--- config.mk ---
export PLATFORM = sky130hd
export DESIGN_NAME = chaos_iter_ctrl
export DESIGN_NICKNAME = d
export VERILOG_FILES = /design/src/rtl/chaos_pkg.sv /design/src/rtl/chaos_iter_ctrl.sv
export SDC_FILE = /design/constraint.sdc
export NUM_CORES = 1
export LEC_CHECK = 0
export ABC_CLOCK_PERIOD_IN_PS = 5800
export CORE_MARGIN = 1.5
export CORE_UTILIZATION = 35
export CTS_BUF_LIST = sky130_fd_sc_hd__clkbuf_8 sky130_fd_sc_hd__clkbuf_16
export CTS_CLUSTER_SIZE = 30
export DETAILED_ROUTE_END_ITERATION = 7
export HOLD_SLACK_MARGIN = 0.12
export PLACE_DENSITY = 0.68
export SKIP_LAST_GASP = 1
export SYNTH_ARGS = -nofsm -noshare
export SYNTH_HDL_FRONTEND = slang
export SYNTH_SLANG_ARGS = --single-unit
--- constraint.sdc ---
create_clock -name clk -period 5.8 [get_ports clk]
set_input_delay 1.16 -clock clk [delete_from_list [all_inputs] [get_ports clk]]
set_output_delay 1.16 -clock clk [all_outputs]
set_load 0.01 [all_outputs]
--- src/rtl/chaos_pkg.sv ---
// rtl/chaos_pkg.sv - shared types and constants for the logistic-map iteration controller
package chaos_pkg;

    typedef enum logic [2:0] {
        ST_IDLE = 3'd0,
        ST_SUB  = 3'd1,
        ST_MUL1 = 3'd2,
        ST_MUL2 = 3'd3,
        ST_OUT  = 3'd4,
        ST_DONE = 3'd5
    } chaos_state_t;

    localparam logic [1:0] OP_ADD  = 2'b00;
    localparam logic [1:0] OP_SUB  = 2'b01;
    localparam logic [1:0] OP_MUL  = 2'b10;
    localparam logic [1:0] OP_IDLE = 2'b11;

    localparam logic [31:0] FP_ONE = 32'h3F800000;

endpackage

--- src/rtl/chaos_iter_ctrl.sv ---
// rtl/chaos_iter_ctrl.sv - sequences x(n+1) = r*x(n)*(1-x(n)) over a shared external FPU
module chaos_iter_ctrl
    import chaos_pkg::*;
#(
    parameter int CNT_W = 16
) (
    input  logic             clk,
    input  logic             rst,
    input  logic             start,
    input  logic [31:0]      seed,
    input  logic [31:0]      r_param,
    input  logic [CNT_W-1:0] n_iter,
    output logic [1:0]       op_sel,
    output logic [31:0]      op_a,
    output logic [31:0]      op_b,
    input  logic [31:0]      fpu_result,
    output logic [31:0]      x_out,
    output logic             x_valid,
    input  logic             out_ready,
    output logic             busy,
    output logic             done
);

    chaos_state_t     state_q, state_d;
    logic [31:0]      x_q, r_q, t1_q, t2_q, x_out_q;
    logic [CNT_W-1:0] cnt_q;

    // The FPU is combinational, so each state captures the result of the op it drives.
    always_ff @(posedge clk or posedge rst) begin
        if (rst) begin
            state_q <= ST_IDLE;
            x_q     <= 32'h0;
            r_q     <= 32'h0;
            t1_q    <= 32'h0;
            t2_q    <= 32'h0;
            x_out_q <= 32'h0;
            cnt_q   <= '0;
        end else begin
            state_q <= state_d;
            case (state_q)
                ST_IDLE: begin
                    if (start) begin
                        x_q   <= seed;
                        r_q   <= r_param;
                        cnt_q <= n_iter;
                    end
                end
                ST_SUB:  t1_q <= fpu_result;
                ST_MUL1: t2_q <= fpu_result;
                ST_MUL2: begin
                    x_q     <= fpu_result;
                    x_out_q <= fpu_result;
                    if (cnt_q != '0) begin
                        cnt_q <= cnt_q - CNT_W'(1);
                    end
                end
                default: ;
            endcase
        end
    end

    always_comb begin
        state_d = state_q;
        op_sel  = OP_IDLE;
        op_a    = 32'h0;
        op_b    = 32'h0;
        case (state_q)
            ST_IDLE: begin
                if (start) begin
                    state_d = (n_iter == '0) ? ST_DONE : ST_SUB;
                end
            end
            ST_SUB: begin
                op_sel  = OP_SUB;
                op_a    = FP_ONE;
                op_b    = x_q;
                state_d = ST_MUL1;
            end
            ST_MUL1: begin
                op_sel  = OP_MUL;
                op_a    = r_q;
                op_b    = x_q;
                state_d = ST_MUL2;
            end
            ST_MUL2: begin
                op_sel  = OP_MUL;
                op_a    = t1_q;
                op_b    = t2_q;
                state_d = ST_OUT;
            end
            ST_OUT: begin
                // cnt_q already reflects this iterate's decrement.
                if (out_ready) begin
                    state_d = (cnt_q == '0) ? ST_DONE : ST_SUB;
                end
            end
            ST_DONE: state_d = ST_IDLE;
            default: state_d = ST_IDLE;
        endcase
    end

    assign x_out   = x_out_q;
    assign x_valid = (state_q == ST_OUT);
    assign done    = (state_q == ST_DONE);
    assign busy    = (state_q != ST_IDLE);

endmodule

# Word-level counts from Yosys, hierarchy flattened
# Cells that the tools add are included.
# totals
inputBits	116
output_inout_bits	101
reg_bits	179
word_cells	41
# classes
n_mux	13
n_reduce_logical	12
addsub	1
eq_ne	8
# op_table
cell	n
$pmux 32 s2	2
$pmux 32 s3	1
$logic_not 16->1	2
$mux 16	2
$mux 32	1
$pmux 16 s2	1
$reduce_bool 16->1	1
$sub 16x1->16 const B	1
$pmux 3 s5	1
$mux 3	4
$eq 3x2->1 const B	2
$eq 3x3->1 const B	2
$reduce_and 2->1	3
$ne 2x2->1 const B	2
$pmux 2 s2	1
$reduce_or 2->1	2
$eq 3x1->1 const B	1
$logic_not 3->1	1
$reduce_and 3->1	1
$reduce_bool 3->1	1
$ne 2x1->1 const B	1
$reduce_bool 2->1	1

# Depth between registers and ports, before layout
# Gate-level depths: netlist of run 1.
# depth
depth_word	4
depth_mapped	8
depth_no_buf	7

# Least setup slack after synthesis of run 1
# No wires, ideal clock.
# synth_timing
path_kind	flip-flop to output port
from	reg state_q[2]
to	out op_b[10]
setup_slack_ns	2.532
stages_incl_launch_ff	8
t_arrival_ns	2.108
path_buffers	3
path_cell_list	dfrtp_1 -> clkbuf_1 -> nor3b_1 -> inv_1 -> nand2b_1 -> clkbuf_1 -> clkbuf_1 -> a22o_1
# synth_via
elab_chain_len	3
# synth_lines
item	line	source
start, declared	chaos_iter_ctrl.sv:24	chaos_state_t state_q, state_d;
start signal, assigned	chaos_iter_ctrl.sv:39	state_q <= state_d;
$eq 3x2->1 or $eq 3x1->1 (tied branches)	chaos_iter_ctrl.sv:67	case (state_q)
$reduce_or 2->1 (no source line)	-	
$pmux 32 s2 (*)	chaos_iter_ctrl.sv:67	
end, declared	chaos_iter_ctrl.sv:15	output logic [31:0] op_b,
# Mark *: on every way between the ends. The rest lies on a longest branch, timed or not.

# Worst setup path in the final report of run 1
# layout_timing
from	reg state_q[1]
to	out op_b[10]
# Same word-level chain as after synthesis.

==> metrics.txt, run 1 <==
status=finished, final reports clean; total of max-cap violations=0; Routed WL=23.0 mm; largest net degree at the start of global routing=180; number of global-route vias before repair=6696; Worst-path clk slew=roughly 70 ps; slowest stage delay, CP=between 700 and 800 ps; Mapped Avg Cell Area=around 10 um^2; initial antenna violation count=1; P_sw=around 2500 uW; global-route wire length before repair=~37 mm; drt first-iter violations=245; antenna viol nets, final=0; Num CTS Buffers=17; Final min period=4230 ps; Seq cells post-synth=179; synth-to-layout area growth=37.7%; Remaining Overflow, GRT=0; Filler cells=2060; CTS Buffer Depth=2; Min Hold Slack=476 ps; IO Pins=around 220; Synth top area share=0.555; # rows=55; Max Fclk=0.236 GHz; LEAKAGE=around 0.0048 uW; HPWL Detailed=15.0 mm; H-tree depth=4; cell taking the most area after synthesis=dfrtp_1; crit path kind=flop to output pin; Layout Cells excl Fill=1275; DIE HEIGHT=155 um; Seq/Total Area, Yosys=0.555; worst path arrival time=3070 ps; async set or reset register ratio after synthesis=1.00; Area contributors post-synth=dfrtp_1, nand2_1, mux2_2; core area=~23000 um^2; cell area after synthesis=8070 um^2; Logic pwr share=0.477; initial core utilization=0.357; sequential power share=0.349; cell count after synthesis=785; synth warn=0; EDFF count, synth=0; Clock Skew=16.7 ps; routed vias/inst=5.12; Final Setup Violations=0; Hold-fix buffers, CTS=0; Netlist cell types=50; Mapped Nets=902; critical path cell sequence=inv_1 -> nor3_2 -> nand2b_2 -> a22o_1 -> clkdlybuf4s50_1; share of cells above drive strength 1=0.118; CTS tree=done; Final Slew Violations=0; die width=155 um; Final Cycle Share=0.730; hold crit path type=flop to flop; GP Congestion=around 0.82; ANT cells=0; placed cells=1243; drt wl/cell=18.0 um; Worst Tran Pin Value=1040 ps; Final #Nets=1094; slew margin rel.=0.305; switch share=0.381; ys flop type=dfrtp_1; clock share of power=0.174; Setup Fix Bufs, Post-CTS=0; Internal=between 4000 and 5000 uW; DIE AREA=24000 um^2; Worst VDD drop=0.000278 V; Global Route Usage Sum=0.196; clk sinks=179; Port Buffer Count=216; DR pass1 iterations=4; CTS root buf=clkbuf_16; unrepaired setup endpoints after global routing=no; pwr dens=592 nW/um^2; residual DRC count=0; worst path bufs/invs=2; Critical Path RT=4640 ps; Crit. End Element=output pin; Clk Latency, worst-skew pair=430 ps; delay-heaviest family, CP=simple AND/OR/NAND/NOR gates; Final Hold Viols=0; Slowest-stage cell, CP=nand2b_2; CTS resizes=0; CP Max Fanout=33; Fin Setup TNS=0 ps; Startpoint Class=flop; DR vias=6528
## kinds of logic (layout without fill, tap and decap cells)
logic type	Yosys count	in the layout	synth area share
fa+ha+maj	1	1	0.00155
flops	179	179	0.555
buf+inv	61	266	0.0288
mux	119	119	0.157
simple gates	292	292	0.149
compound gates	133	133	0.109
## cells in the mapped netlist (all sizes together) (2+ instances only)
master,number
nor2,40
or4,2
nand2b,3
inv,8
clkbuf,43
o22ai,2
a31oi,2
o21ai,53
mux2,62
nor3b,4
or2,2
a22o,32
a21oi,20
a22oi,2
nand3,2
dfrtp,179
nor3,10
or3,4
o2bb2ai,3
nor4,4
nand2,214
o211ai,2
mux2i,57
a311oi,3
a32oi,2
buf,10
## final cells by class
cell class	instances	area (um^2)	area share
clock buffer	17	425	0.0383
clock inverter	15	169	0.0152
timing repair buffer	226	2260	0.204
tap	285	357	0.0321
multi-input combinational	545	3390	0.305
inverter	8	33.8	0.00304
sequential	179	4480	0.403
## placed cells by master, fill, tap and decap left out, types with 2 or more instances in the layout
| master | Yosys | routed |
|---|---|---|
| clkinv_8 | 0 | 6 |
| inv_1 | 8 | 7 |
| clkbuf_16 | 0 | 17 |
| nor4_1 | 4 | 4 |
| dfrtp_1 | 179 | 178 |
| mux2_2 | 62 | 62 |
| or4_4 | 2 | 2 |
| nor3_1 | 10 | 9 |
| clkinv_2 | 0 | 2 |
| o22ai_1 | 2 | 2 |
| o211ai_1 | 2 | 2 |
| buf_12 | 0 | 2 |
| a311oi_1 | 3 | 3 |
| a32oi_1 | 2 | 2 |
| inv_6 | 0 | 6 |
| nor2_1 | 40 | 40 |
| mux2i_1 | 57 | 57 |
| nand3_1 | 2 | 2 |
| nand2b_1 | 3 | 2 |
| nor3b_1 | 4 | 3 |
| clkdlybuf4s50_1 | 0 | 216 |
| a22o_1 | 32 | 32 |
| a22oi_1 | 2 | 2 |
| o2bb2ai_1 | 3 | 3 |
| or3_1 | 4 | 4 |
| o21ai_0 | 52 | 52 |
| a21oi_1 | 20 | 20 |
| a31oi_1 | 2 | 2 |
| nand2_1 | 214 | 213 |
| buf_4 | 0 | 8 |
## worst reg2reg max path, stage by stage, from the launching register on
cell	delay (ps)
dfrtp_1	580
and3b_4	1040
buf_4	370
nor2_1	90
a31oi_1	420
o21ai_0	180
o2bb2ai_1	160
## power by group through the flow
stage	logic, uW	clock network, uW	registers, uW
after floorplan	1850	0	2220
final	3140	1150	2300
after detailed placement	3170	0	2310
after global placement	3110	0	2310
after CTS	3180	1180	2300
after global routing	3440	1230	2380
## metal layers
layer | global-route usage | wire (um) | share of wire | vias to the layer above
met1 | 0.247 | 10000 | 0.44 | 3242
met4 | 0.0623 | 416 | 0.018 | 2
met2 | 0.317 | 11000 | 0.48 | 159
li1 | - | - | - | 3096
met3 | 0.0677 | 1520 | 0.066 | 29
met5 | 0 | 12 | 0.00052 | -
## stage by stage
stage          utilization  worst slack [ps]  cell area [um^2]  total power, uW
3_5_place_dp         0.465              2010             10500             5480
5_1_grt              0.491              1340             11100             7050
2_1_floorplan            -              2350              8080             4070
3_3_place_gp         0.465              2140             10500             5410
4_1_cts              0.491              1530             11100             6660
6_report             0.491              1570             11100             6580
## registers in the layout (all words and copies together) (netlist names)
| signal | cells |
|---|---|
| r_q | 32 |
| t1_q | 32 |
| t2_q | 32 |
| x_out | 32 |
| x_q | 32 |
| cnt_q | 16 |
| state_q | 3 |
## final timing paths
path / from / to / slack [ps] / cells after the start
setup / recovery: state_q[1] / op_b[10] / 1570 / 5
min in group asynchronous: rst / x_out[7] / 1300 / 3
hold reg to reg: x_out[18] / x_out[18] / 480 / 2
setup reg to reg: state_q[2] / cnt_q[8] / 2840 / 6
max in group asynchronous: rst / state_q[0] / 3630 / 3
hold / removal: x_out[18] / x_out[18] / 480 / 2
Note: power is estimated with default switching activity, not from simulation.
==> inputs of run 2 (changes only) <==
Settings changed: ABC_CLOCK_PERIOD_IN_PS 5800 to 4300, PLACE_DENSITY 0.68 to 0.66.
Clock period 5.8 ns to 4.3 ns, I/O delays scaled along.
==> run 2 against run 1 <==
First-iteration DRC count is 10% higher. Sequential power is 36% higher. Global-route usage hardly changed. Routed wire length is 0.22% higher. Register-to-register slack worse by 1200 ps. Count of clock-buffer cells in the layout is 1 higher. Highest routed layer is now met4. Sequential share of layout area is 0.13 points lower. Final cell count is 0.31% higher. Die area stayed put. Worst hold slack worse by 1.5 ps.
==> metrics.txt, run 2 (synthesized netlist as in run 1, its figures left out) <==
status=finished, final reports clean; Port Buffer Count=216 (unchanged); worst path bufs/invs=3 (+1); largest net degree at the start of global routing=70 (-61%); pwr dens=798 nW/um^2 (+35%); Final WS setup=431 ps (-1140 ps); slowest stage delay, CP=620 ps (-120 ps); Internal=5530 uW (+36%); unrepaired setup endpoints after global routing=no; worst path arrival time=3010 ps (-60 ps); share of cells above drive strength 1=0.121 (+0.00254); Startpoint Class=flop; Max Fclk=between 0.2 and 0.3 GHz; post-route cell area=11100 um^2 (+0.31%); Worst VDD drop=0.000380 V (+37%); Critical Path RT=3440 ps (-1200 ps); H-tree depth=4 (unchanged); Min Hold Slack=475 ps (-1.52 ps); R2R Setup Slk=1640 ps (-1200 ps); sequential power share=0.350 (about the same); P_sw=3370 uW (+34%); Remaining Overflow, GRT=0 (unchanged); GP Congestion=0.808 (-1.9%); HPWL Detailed=15.2 mm (+1.3%); metal2 WL=10.8 mm (-1.7%); Final Cycle Share=0.900; slew margin rel.=0.388 (+0.0830); Crit. End Element=output pin; residual DRC count=0 (unchanged); most frequent cells in the layout=clkdlybuf4s50_1, nand2_1, dfrtp_1, mux2_2, mux2i_1; clk sinks=179 (unchanged); CTS tree=done; Global Route Usage Sum=0.195 (-0.000418); Final min period=3870 ps; routed vias/inst=5.05 (-1.3%); die width=155 um (unchanged); Hold-fix buffers, CTS=0 (unchanged); most common cell after layout, fill and taps aside=clkdlybuf4s50_1; total of max-cap violations=0 (unchanged); synth-to-layout area growth=38.1%; CTS Buffer Depth=2 (unchanged); capture point of the worst path=op_b[10]; Fin Setup TNS=0 ps (unchanged); CTS root buf=clkbuf_16; met3 wire len=1.28 mm (-16%); DIE HEIGHT=155 um (unchanged); clock share of power=0.173 (about the same); HP Start=r_q[11]; delay-heaviest family, CP=buffers and inverters; Clock Skew=8.43 ps (-8.29 ps); Slowest-stage cell, CP=dfrtp_1; crit path kind=flop to output pin; DR vias=6465 (-0.97%); LEAKAGE=0.00482 uW (+0.54%); number of global-route vias before repair=6707 (+0.16%); dpl ws=869 ps (-1140 ps); DR pass1 iterations=5 (+1); CTS resizes=0 (unchanged); Logic pwr share=0.477 (about the same); Num CTS Buffers=17 (unchanged); Clk Latency, worst-skew pair=420 ps (about the same); # rows=55 (unchanged); critical path cell sequence=inv_1 -> nor3_2 -> nand2b_2 -> buf_4 -> a22o_1 -> clkdlybuf4s50_1; DIE AREA=24000 um^2 (unchanged); global-route wire length before repair=36.6 mm (about the same); hold crit path type=flop to flop; ANT cells=0 (unchanged); M1 WL=10.7 mm (+6.1%); critical register-to-register path startpoint=state_q[0]; Filler cells=2075 (+0.73%); Final #Nets=1098 (+0.37%); Area after DPL=10600 um^2 (+0.52%); Levels on crit path=6 (+1); switch share=0.379 (-0.00230); top layer in use=met4; initial antenna violation count=0 (-1); antenna viol nets, final=0 (unchanged); core area=22600 um^2 (unchanged); Routed WL=23.0 mm (+0.22%); Final Slew Violations=0 (unchanged); initial core utilization=0.357 (unchanged); CP Max Fanout=25 (-24%); drt first-iter violations=270 (+10%); R2R depth=6 (unchanged); total power draw=8900 uW (+35%); IO Pins=217 (unchanged); Setup Fix Bufs, Post-CTS=0 (unchanged); R2R Path End=cnt_q[8]; Critical Path Start=state_q[1]; Final Setup Violations=0 (unchanged); Worst Tran Pin Value=914 ps (-128 ps); Final Hold Viols=0 (unchanged); Worst-path clk slew=70 ps (about the same); drt wl/cell=18.0 um (about the same)
==> run 2: final cells by class <==
type                            count  area (um^2)  area share
Clock buffer                       18          439      0.0394
Clock inverter                     14          135      0.0121
Inverter                            8         33.8     0.00303
Multi-Input combinational cell    545         3390       0.304
Sequential cell                   179         4480       0.402
Tap cell                          285          357      0.0320
Timing Repair Buffer              230         2320       0.208
==> run 2: worst reg2reg max path, cell delays in order, from the launching register on <==
cell	delay, ps
dfrtp_2	730
and3b_4	620
buf_4	330
nor2_1	100
a31oi_1	440
o21ai_0	170
o2bb2ai_1	150
==> run 2: worst min-delay path by stage <==
stage                          end  slack (ps)  cells after the start
after floorplan             r_q[0]         440                      2
after global placement     r_q[13]         460                      2
after detailed placement  x_out[2]         460                      2
after CTS                  r_q[18]         480                      2
after global routing       r_q[18]         500                      2
final                      r_q[11]         470                      2
==> run 2: power groups by stage <==
stage                     registers (uW)  clock network (uW)  logic (uW)
final                               3120                1540        4240
after global placement              3130                   0        4210
after floorplan                     2990                   0        2490
after global routing                3230                1640        4660
after detailed placement            3140                   0        4280
after CTS                           3120                1580        4300
==> run 2: through the flow <==
step / utilization / std cells
floorplan: - / 785
global placement: 0.467 / 1247
detailed placement: 0.467 / 1247
CTS: 0.492 / 1279
global route: 0.492 / 1279
finish: 0.492 / 1279
==> run 2: routing by layer <==
layer	up-vias	global-route usage
met5	-	0
met4	0	0.0527
met3	18	0.0515
met2	165	0.314
met1	3179	0.262
li1	3103	-
